===== src/rtl/prog_loader_ctrl_if.sv =====
// -----------------------------------------------------------------------------
// prog_loader_ctrl_if
// Purpose : groups the loader's source stream and processor load port.
//   in_valid / in_word / in_ready          : source word stream (valid/ready)
//   new_instruction / load_we / add_into   : registered write port to the
//                                            processor instruction/data memory
// Modports:
//   master : environment side (drives the source stream, observes the load port)
//   slave  : controller side (accepts the stream, drives the load port)
// -----------------------------------------------------------------------------
interface prog_loader_ctrl_if;
    localparam int unsigned WORD_W = 32;

    logic              in_valid;
    logic [WORD_W-1:0] in_word;
    logic              in_ready;
    logic [WORD_W-1:0] new_instruction;
    logic              load_we;
    logic              add_into;

    modport master (
        output in_valid,
        output in_word,
        input  in_ready,
        input  new_instruction,
        input  load_we,
        input  add_into
    );

    modport slave (
        input  in_valid,
        input  in_word,
        output in_ready,
        output new_instruction,
        output load_we,
        output add_into
    );
endinterface


===== src/rtl/prog_loader_ctrl.sv =====
// -----------------------------------------------------------------------------
// prog_loader_ctrl
// Purpose : streams cfg_instr_len instruction words, then cfg_data_len data
//           words, into a processor load port, then runs the processor until
//           it reports completion.
// Ports:
//   clk, reset            : clock, asynchronous active-low reset
//   go                    : one-cycle start pulse (IDLE/DONE only, instr_len != 0)
//   cfg_instr_len/data_len: word counts captured on go
//   bus (slave modport)   : in_valid/in_word/in_ready source stream,
//                           new_instruction/load_we/add_into load port
//   start_signal          : processor run enable
//   end_signal            : processor program-complete
//   busy, done, timeout   : status (timeout is sticky until next go)
// Optional feature:
//   LOADER_TIMEOUT_EN     : when defined, RUN is bounded by TIMEOUT_CYCLES;
//                           otherwise there is no watchdog and timeout stays 0.
// -----------------------------------------------------------------------------
module prog_loader_ctrl #(
    parameter int unsigned CNT_W          = 8,
    parameter int unsigned TIMEOUT_CYCLES = 65535
) (
    input  logic               clk,
    input  logic               reset,
    input  logic               go,
    input  logic [CNT_W-1:0]   cfg_instr_len,
    input  logic [CNT_W-1:0]   cfg_data_len,
    prog_loader_ctrl_if.slave  bus,
    output logic               start_signal,
    input  logic               end_signal,
    output logic               busy,
    output logic               done,
    output logic               timeout
);

    localparam int unsigned WORD_W = 32;

    localparam logic [2:0] S_IDLE   = 3'd0;
    localparam logic [2:0] S_LOAD_I = 3'd1;
    localparam logic [2:0] S_SWITCH = 3'd2;
    localparam logic [2:0] S_LOAD_D = 3'd3;
    localparam logic [2:0] S_RUN    = 3'd4;
    localparam logic [2:0] S_DONE   = 3'd5;

    logic [2:0]        state, state_d;
    logic [CNT_W-1:0]  instr_len_q, instr_len_d;
    logic [CNT_W-1:0]  data_len_q, data_len_d;
    logic [CNT_W-1:0]  instr_cnt, instr_cnt_d;
    logic [CNT_W-1:0]  data_cnt, data_cnt_d;
    logic [WORD_W-1:0] word_d;
    logic              load_we_d, add_into_d, in_ready_d;
    logic              start_d, busy_d, done_d, timeout_d;
    logic              accept_c;

`ifdef LOADER_TIMEOUT_EN
    localparam int unsigned TO_W = $clog2(TIMEOUT_CYCLES + 1);
    logic [TO_W-1:0]   run_cnt, run_cnt_d;
`endif

    // in_ready is registered from the next state, so it is high exactly in load states
    assign accept_c = bus.in_valid & bus.in_ready;

    // Next-state and registered-output values
    always_comb begin
        state_d     = state;
        instr_len_d = instr_len_q;
        data_len_d  = data_len_q;
        instr_cnt_d = instr_cnt;
        data_cnt_d  = data_cnt;
        word_d      = bus.new_instruction;
        load_we_d   = 1'b0;
        add_into_d  = bus.add_into;
        start_d     = start_signal;
        done_d      = done;
`ifdef LOADER_TIMEOUT_EN
        timeout_d   = timeout;
        run_cnt_d   = (state == S_RUN) ? run_cnt + TO_W'(1) : '0;
`else
        timeout_d   = 1'b0;
`endif

        case (state)
            S_IDLE, S_DONE: begin
                if (go && (cfg_instr_len != '0)) begin
                    instr_len_d = cfg_instr_len;
                    data_len_d  = cfg_data_len;
                    instr_cnt_d = '0;
                    data_cnt_d  = '0;
                    done_d      = 1'b0;
                    timeout_d   = 1'b0;
                    add_into_d  = 1'b0;
                    state_d     = S_LOAD_I;
                end
            end
            S_LOAD_I: begin
                if (accept_c) begin
                    word_d      = bus.in_word;
                    load_we_d   = 1'b1;
                    instr_cnt_d = instr_cnt + CNT_W'(1);
                    if (instr_cnt_d == instr_len_q) begin
                        state_d = S_SWITCH;
                    end
                end
            end
            // add_into rises at the end of SWITCH so the last instruction
            // strobe (visible during SWITCH) still carries add_into = 0
            S_SWITCH: begin
                add_into_d = 1'b1;
                if (data_len_q == '0) begin
                    start_d = 1'b1;
                    state_d = S_RUN;
                end else begin
                    state_d = S_LOAD_D;
                end
            end
            S_LOAD_D: begin
                if (accept_c) begin
                    word_d     = bus.in_word;
                    load_we_d  = 1'b1;
                    data_cnt_d = data_cnt + CNT_W'(1);
                    if (data_cnt_d == data_len_q) begin
                        start_d = 1'b1;
                        state_d = S_RUN;
                    end
                end
            end
            S_RUN: begin
                if (end_signal) begin
                    start_d = 1'b0;
                    done_d  = 1'b1;
                    state_d = S_DONE;
                end
`ifdef LOADER_TIMEOUT_EN
                else if (run_cnt == TO_W'(TIMEOUT_CYCLES - 1)) begin
                    start_d   = 1'b0;
                    done_d    = 1'b1;
                    timeout_d = 1'b1;
                    state_d   = S_DONE;
                end
`endif
            end
            default: begin
                state_d = S_IDLE;
            end
        endcase

        in_ready_d = (state_d == S_LOAD_I) || (state_d == S_LOAD_D);
        busy_d     = !((state_d == S_IDLE) || (state_d == S_DONE));
    end

    // State and output registers
    always_ff @(posedge clk or negedge reset) begin
        if (!reset) begin
            state               <= S_IDLE;
            instr_len_q         <= '0;
            data_len_q          <= '0;
            instr_cnt           <= '0;
            data_cnt            <= '0;
            bus.new_instruction <= '0;
            bus.load_we         <= 1'b0;
            bus.add_into        <= 1'b0;
            bus.in_ready        <= 1'b0;
            start_signal        <= 1'b0;
            busy                <= 1'b0;
            done                <= 1'b0;
            timeout             <= 1'b0;
`ifdef LOADER_TIMEOUT_EN
            run_cnt             <= '0;
`endif
        end else begin
            state               <= state_d;
            instr_len_q         <= instr_len_d;
            data_len_q          <= data_len_d;
            instr_cnt           <= instr_cnt_d;
            data_cnt            <= data_cnt_d;
            bus.new_instruction <= word_d;
            bus.load_we         <= load_we_d;
            bus.add_into        <= add_into_d;
            bus.in_ready        <= in_ready_d;
            start_signal        <= start_d;
            busy                <= busy_d;
            done                <= done_d;
            timeout             <= timeout_d;
`ifdef LOADER_TIMEOUT_EN
            run_cnt             <= run_cnt_d;
`endif
        end
    end

endmodule


===== src/flat_wrapper.sv =====
// flat-port wrapper written by rule: the top's interface ports become plain ports
module prog_loader_ctrl_flat 
#(
    parameter int unsigned CNT_W          = 8,
    parameter int unsigned TIMEOUT_CYCLES = 65535
)
  (clk, reset, go, cfg_instr_len, cfg_data_len, start_signal, end_signal, busy, done, timeout, bus_in_valid, bus_in_word, bus_in_ready, bus_new_instruction, bus_load_we, bus_add_into);
  prog_loader_ctrl_if bus_i ();
  input  logic clk;
  input  logic reset;
  input  logic go;
  input  logic [CNT_W-1:0] cfg_instr_len;
  input  logic [CNT_W-1:0] cfg_data_len;
  output logic start_signal;
  input  logic end_signal;
  output logic busy;
  output logic done;
  output logic timeout;
  input wire logic [$bits(bus_i.in_valid)-1:0] bus_in_valid;
  input wire logic [$bits(bus_i.in_word)-1:0] bus_in_word;
  output wire logic [$bits(bus_i.in_ready)-1:0] bus_in_ready;
  output wire logic [$bits(bus_i.new_instruction)-1:0] bus_new_instruction;
  output wire logic [$bits(bus_i.load_we)-1:0] bus_load_we;
  output wire logic [$bits(bus_i.add_into)-1:0] bus_add_into;
  assign bus_i.in_valid = bus_in_valid;
  assign bus_i.in_word = bus_in_word;
  assign bus_in_ready = bus_i.in_ready;
  assign bus_new_instruction = bus_i.new_instruction;
  assign bus_load_we = bus_i.load_we;
  assign bus_add_into = bus_i.add_into;
  prog_loader_ctrl #(.CNT_W(CNT_W), .TIMEOUT_CYCLES(TIMEOUT_CYCLES)) u_core (.clk(clk), .reset(reset), .go(go), .cfg_instr_len(cfg_instr_len), .cfg_data_len(cfg_data_len), .bus(bus_i), .start_signal(start_signal), .end_signal(end_signal), .busy(busy), .done(done), .timeout(timeout));
endmodule

===== config.mk =====
export PLATFORM = sky130hd
export DESIGN_NAME = prog_loader_ctrl_flat
export DESIGN_NICKNAME = d
export VERILOG_FILES = /design/src/rtl/prog_loader_ctrl_if.sv /design/src/rtl/prog_loader_ctrl.sv /design/src/flat_wrapper.sv
export SDC_FILE = /design/constraint.sdc
export NUM_CORES = 1
export LEC_CHECK = 0
export CORE_ASPECT_RATIO = 1.2
export CORE_UTILIZATION = 49
export DETAILED_ROUTE_END_ITERATION = 8
export PLACE_DENSITY = 0.8
export SETUP_SLACK_MARGIN = 0.5
export SYNTH_ARGS = -nofsm -noshare
export SYNTH_HDL_FRONTEND = slang
export SYNTH_SLANG_ARGS = --single-unit

===== constraint.sdc =====
create_clock -name clk -period 2.5 [get_ports clk]
set_input_delay 0.625 -clock clk [delete_from_list [all_inputs] [get_ports clk]]
set_output_delay 0.625 -clock clk [all_outputs]
set_load 0.05 [all_outputs]

==> flow_metrics.env <==
export IMPL_grt_pass1_wl_um=15700
export IMPL_grt_busiest_layer="met2"
export IMPL_use_met3_pct=5.60
export IMPL_async_reset_ff_share_pct=100
export IMPL_drc_errors=0
export IMPL_coreArea_um2=6900
export IMPL_p_leak_nw=2.34
export IMPL_timing_final_crit_period_ns=2.02
export IMPL_final_hold_viol_count=0
export IMPL_layout_drive_gt1_share_pct=18.0
export IMPL_arrival_ns=2.30
export IMPL_synth_area_top_cells="dfrtp_1 (52%), nand2_1 (13%), o21ai_0 (4.1%), xnor2_1 (3.5%), mux2_1 (2.9%)"
export IMPL_start_util_pct=51.0
export IMPL_syn_to_final_growth_pct=44.0
export IMPL_hpwl_um=6460
export IMPL_syn_instance_count=378
export IMPL_cts_max_level=3
export IMPL_syn_avg_cell_area_um2=9.30
export IMPL_max_slew_worst_pin_slew_ns=0.650
export IMPL_vdd_drop_max_mv=0.820
export IMPL_end_kind="flip-flop"
export IMPL_numClockSinks=73
export IMPL_setup_viol=0
export IMPL_cts_made_buffers=9
export IMPL_fillers=492
export IMPL_yosys_warnings=0
export IMPL_path_max_fanout=5
export IMPL_grt_max_degree=46
export IMPL_cts_root_buf="clkbuf_8"
export IMPL_synth_flop_cell="dfrtp_1"
export IMPL_gp_congestion=0.844
export IMPL_drtAntennaViolNets=0
export IMPL_cp_data_required_time_ns=2.78
export IMPL_clockBufferDepth=2
export IMPL_power_per_cell_area_nw_per_um2=1220
export IMPL_drtIter0Drc=281
export IMPL_design_die_area_um2=7520
export IMPL_finalNetCount=550
export IMPL_portBuffers=90
export IMPL_row_count=33
export IMPL_cts_reportedPaths_clkPinSlew_ns=0.08
export IMPL_wl_per_cell_um=16.4
export IMPL_tritoncts="built"
export IMPL_max_cap_viol_count=0
export IMPL_final_core_util_pct=73.4
export IMPL_diodes=0
export IMPL_fin_hold_ws_ns=0.301
export IMPL_met2_usage_pct=47.2
export IMPL_synth_seq_area_share_pct=52.0
export IMPL_clkLatencyLatePin_ns=0.34
export IMPL_slew_viol_final=0
export IMPL_rsz0062_at_grt="true"
export IMPL_grtUsageMet1_pct=31.6
export IMPL_synth_edf_count=0
export IMPL_outcome="finished, final reports clean"
export IMPL_drt_pass1_iterations=5
export IMPL_grt_usage_pct=27.3
export IMPL_synthDistinctLibCells=48
export IMPL_fmax_mhz=495
export IMPL_dr_total_vias=3271
export IMPL_syn_nets=433
export IMPL_crit_chain="ha_4 -> or2b_4 -> o41a_1 -> o211a_1 -> or2_1 -> o31ai_4 -> nand2b_1"
export IMPL_yosysTopAreaCellShare_pct=52.0
export IMPL_min_delay_path_class="primary input to asynchronous set/reset pin"
export IMPL_die_w_um=79.3
export IMPL_relSlewSlack_pct=56.7
export IMPL_finalWirelength_um=9650
export IMPL_critPathKind="flip-flop to flip-flop"
export IMPL_grt_ovfl_total=0
export IMPL_antenna_found_initial=0
export IMPL_yosys_area_top_type="dfrtp_1"
export IMPL_die_h_um=94.8
export IMPL_worst_path_buf_inv=0
export IMPL_fin_crit_sh_pct=80.9
export IMPL_skew_ns=0.00618
export IMPL_slowest_stage="dfrtp_2"
export IMPL_grt_pass1_vias=3366
export IMPL_vias_per_cell=5.57
export IMPL_startpoint_type="flip-flop"
export IMPL_cpPeakStageDelay_ns=0.44
export IMPL_io_pins=92
export IMPL_ys_ff_latch=73
export IMPL_syn_area_um2=3520
export IMPL_crit_family="compound AO/OA/AOI/OAI gates"
-- sequential cells by signal (all words and copies together), names as in the netlist --
name,flops
u_core.bus.add_into,1
u_core.bus.in_ready,1
u_core.bus.load_we,1
u_core.bus.new_instruction,32
u_core.busy,1
u_core.data_cnt,8
u_core.data_len_q,8
u_core.done,1
u_core.instr_cnt,8
u_core.instr_len_q,8
u_core.start_signal,1
u_core.state,3
-- path summary, 6_finish.rpt --
kind / endpoint / cells after the start / slack [ns] / startpoint
max: u_core.state[2]$_DFF_PN0_ / 7 / 0.48 / u_core.data_cnt[0]$_DFFE_PN0P_
min: u_core.bus.new_instruction[18]$_DFFE_PN0P_ / 1 / 0.30 / reset
max reg2reg: u_core.state[2]$_DFF_PN0_ / 7 / 0.48 / u_core.data_cnt[0]$_DFFE_PN0P_
min reg2reg: u_core.bus.new_instruction[7]$_DFFE_PN0P_ / 2 / 0.47 / u_core.bus.new_instruction[7]$_DFFE_PN0P_
max in group asynchronous: u_core.data_cnt[1]$_DFFE_PN0P_ / 2 / 1.49 / reset
min in group clk: u_core.bus.new_instruction[7]$_DFFE_PN0P_ / 2 / 0.47 / u_core.bus.new_instruction[7]$_DFFE_PN0P_
-- power breakdown --
part | internal (mW) | leakage (nW) | switching [mW]
logic | 1.04 | 1.32 | 1.98
clock network | 0.689 | 0.120 | 0.438
registers | 1.64 | 0.899 | 0.385
total | 3.37 | 2.34 | 2.80
-- cells in the mapped netlist, types with 5 or more instances --
cell	n
mux2_1	9
o21ai_0	29
or4_1	5
nor2_1	21
buf_2	7
xnor2_1	14
a21oi_1	10
nand3_1	9
and3_1	5
nand2_1	120
clkbuf_1	5
xor2_1	6
dfrtp_1	73
inv_1	7
mux2_2	7
-- cells in the final DEF, fill, tap and decap left out, types with 4 or more instances in the layout --
cell / n
nand2_1: 119
dfrtp_1: 67
dlygate4sd2_1: 45
clkdlybuf4s50_1: 42
o21ai_0: 25
buf_4: 25
nor2_1: 21
xnor2_1: 13
a21oi_1: 10
clkbuf_8: 10
mux2_4: 9
nand3_1: 8
mux2_2: 7
inv_1: 6
xor2_1: 6
dfrtp_2: 6
and3_1: 4
o21ai_1: 4
o31ai_1: 4
-- kinds of logic after synthesis --
family	count (synthesis)	share of synthesized area (%)
fa+ha+maj	2	0.712
mux	16	5.12
compound gates	65	11.7
flops	73	52.0
other cells	1	0.107
xor+xnor	20	4.98
simple gates	180	22.6
buf+inv	21	2.81
-- layer usage --
layer | share of wire, % | wire, um | vias to the layer above
met5 | 0 | 0 | -
met4 | 2.7 | 263 | 0
met3 | 6.4 | 620 | 29
met2 | 52 | 5020 | 160
met1 | 39 | 3750 | 1563
li1 | - | - | 1519
-- area by class of cell --
type	instances	area, um^2	area share, %
timing repair buffer	119	1080	21.4
tap	87	109	2.15
clock buffer	11	141	2.79
multi-input combinational	285	1770	34.9
clock inverter	5	103	2.03
sequential	73	1830	36.2
inverter	7	26.3	0.519
-- per-stage QoR --
| step | std cells | setup TNS (ns) | area [um^2] | setup WS (ns) | power (mW) |
|---|---|---|---|---|---|
| 5_1_grt | 587 | 0 | 5060 | 0.399 | 6.51 |
| 3_5_place_dp | 558 | -0.497 | 4630 | -0.0580 | 4.99 |
| 2_1_floorplan | 378 | 0 | 3570 | 0.447 | 3.94 |
| 4_1_cts | 580 | 0 | 4940 | 0.466 | 6.01 |
| 6_report | 587 | 0 | 5060 | 0.478 | 6.17 |
| 3_3_place_gp | 558 | -0.0754 | 4630 | -0.0184 | 4.89 |
-- timing repair --
| action | in CTS | in global routing |
|---|---|---|
| buffers inserted | 4 | 7 |
| cloned | 2 | 0 |
| hold buffers | 0 | 0 |
| gates resized for setup | 64 | 21 |
| hold endpoints to repair | 0 | 0 |
| setup endpoints to repair | 76 | 26 |
| pin swaps | 7 | 17 |
Power figures use the tool's default switching activity.
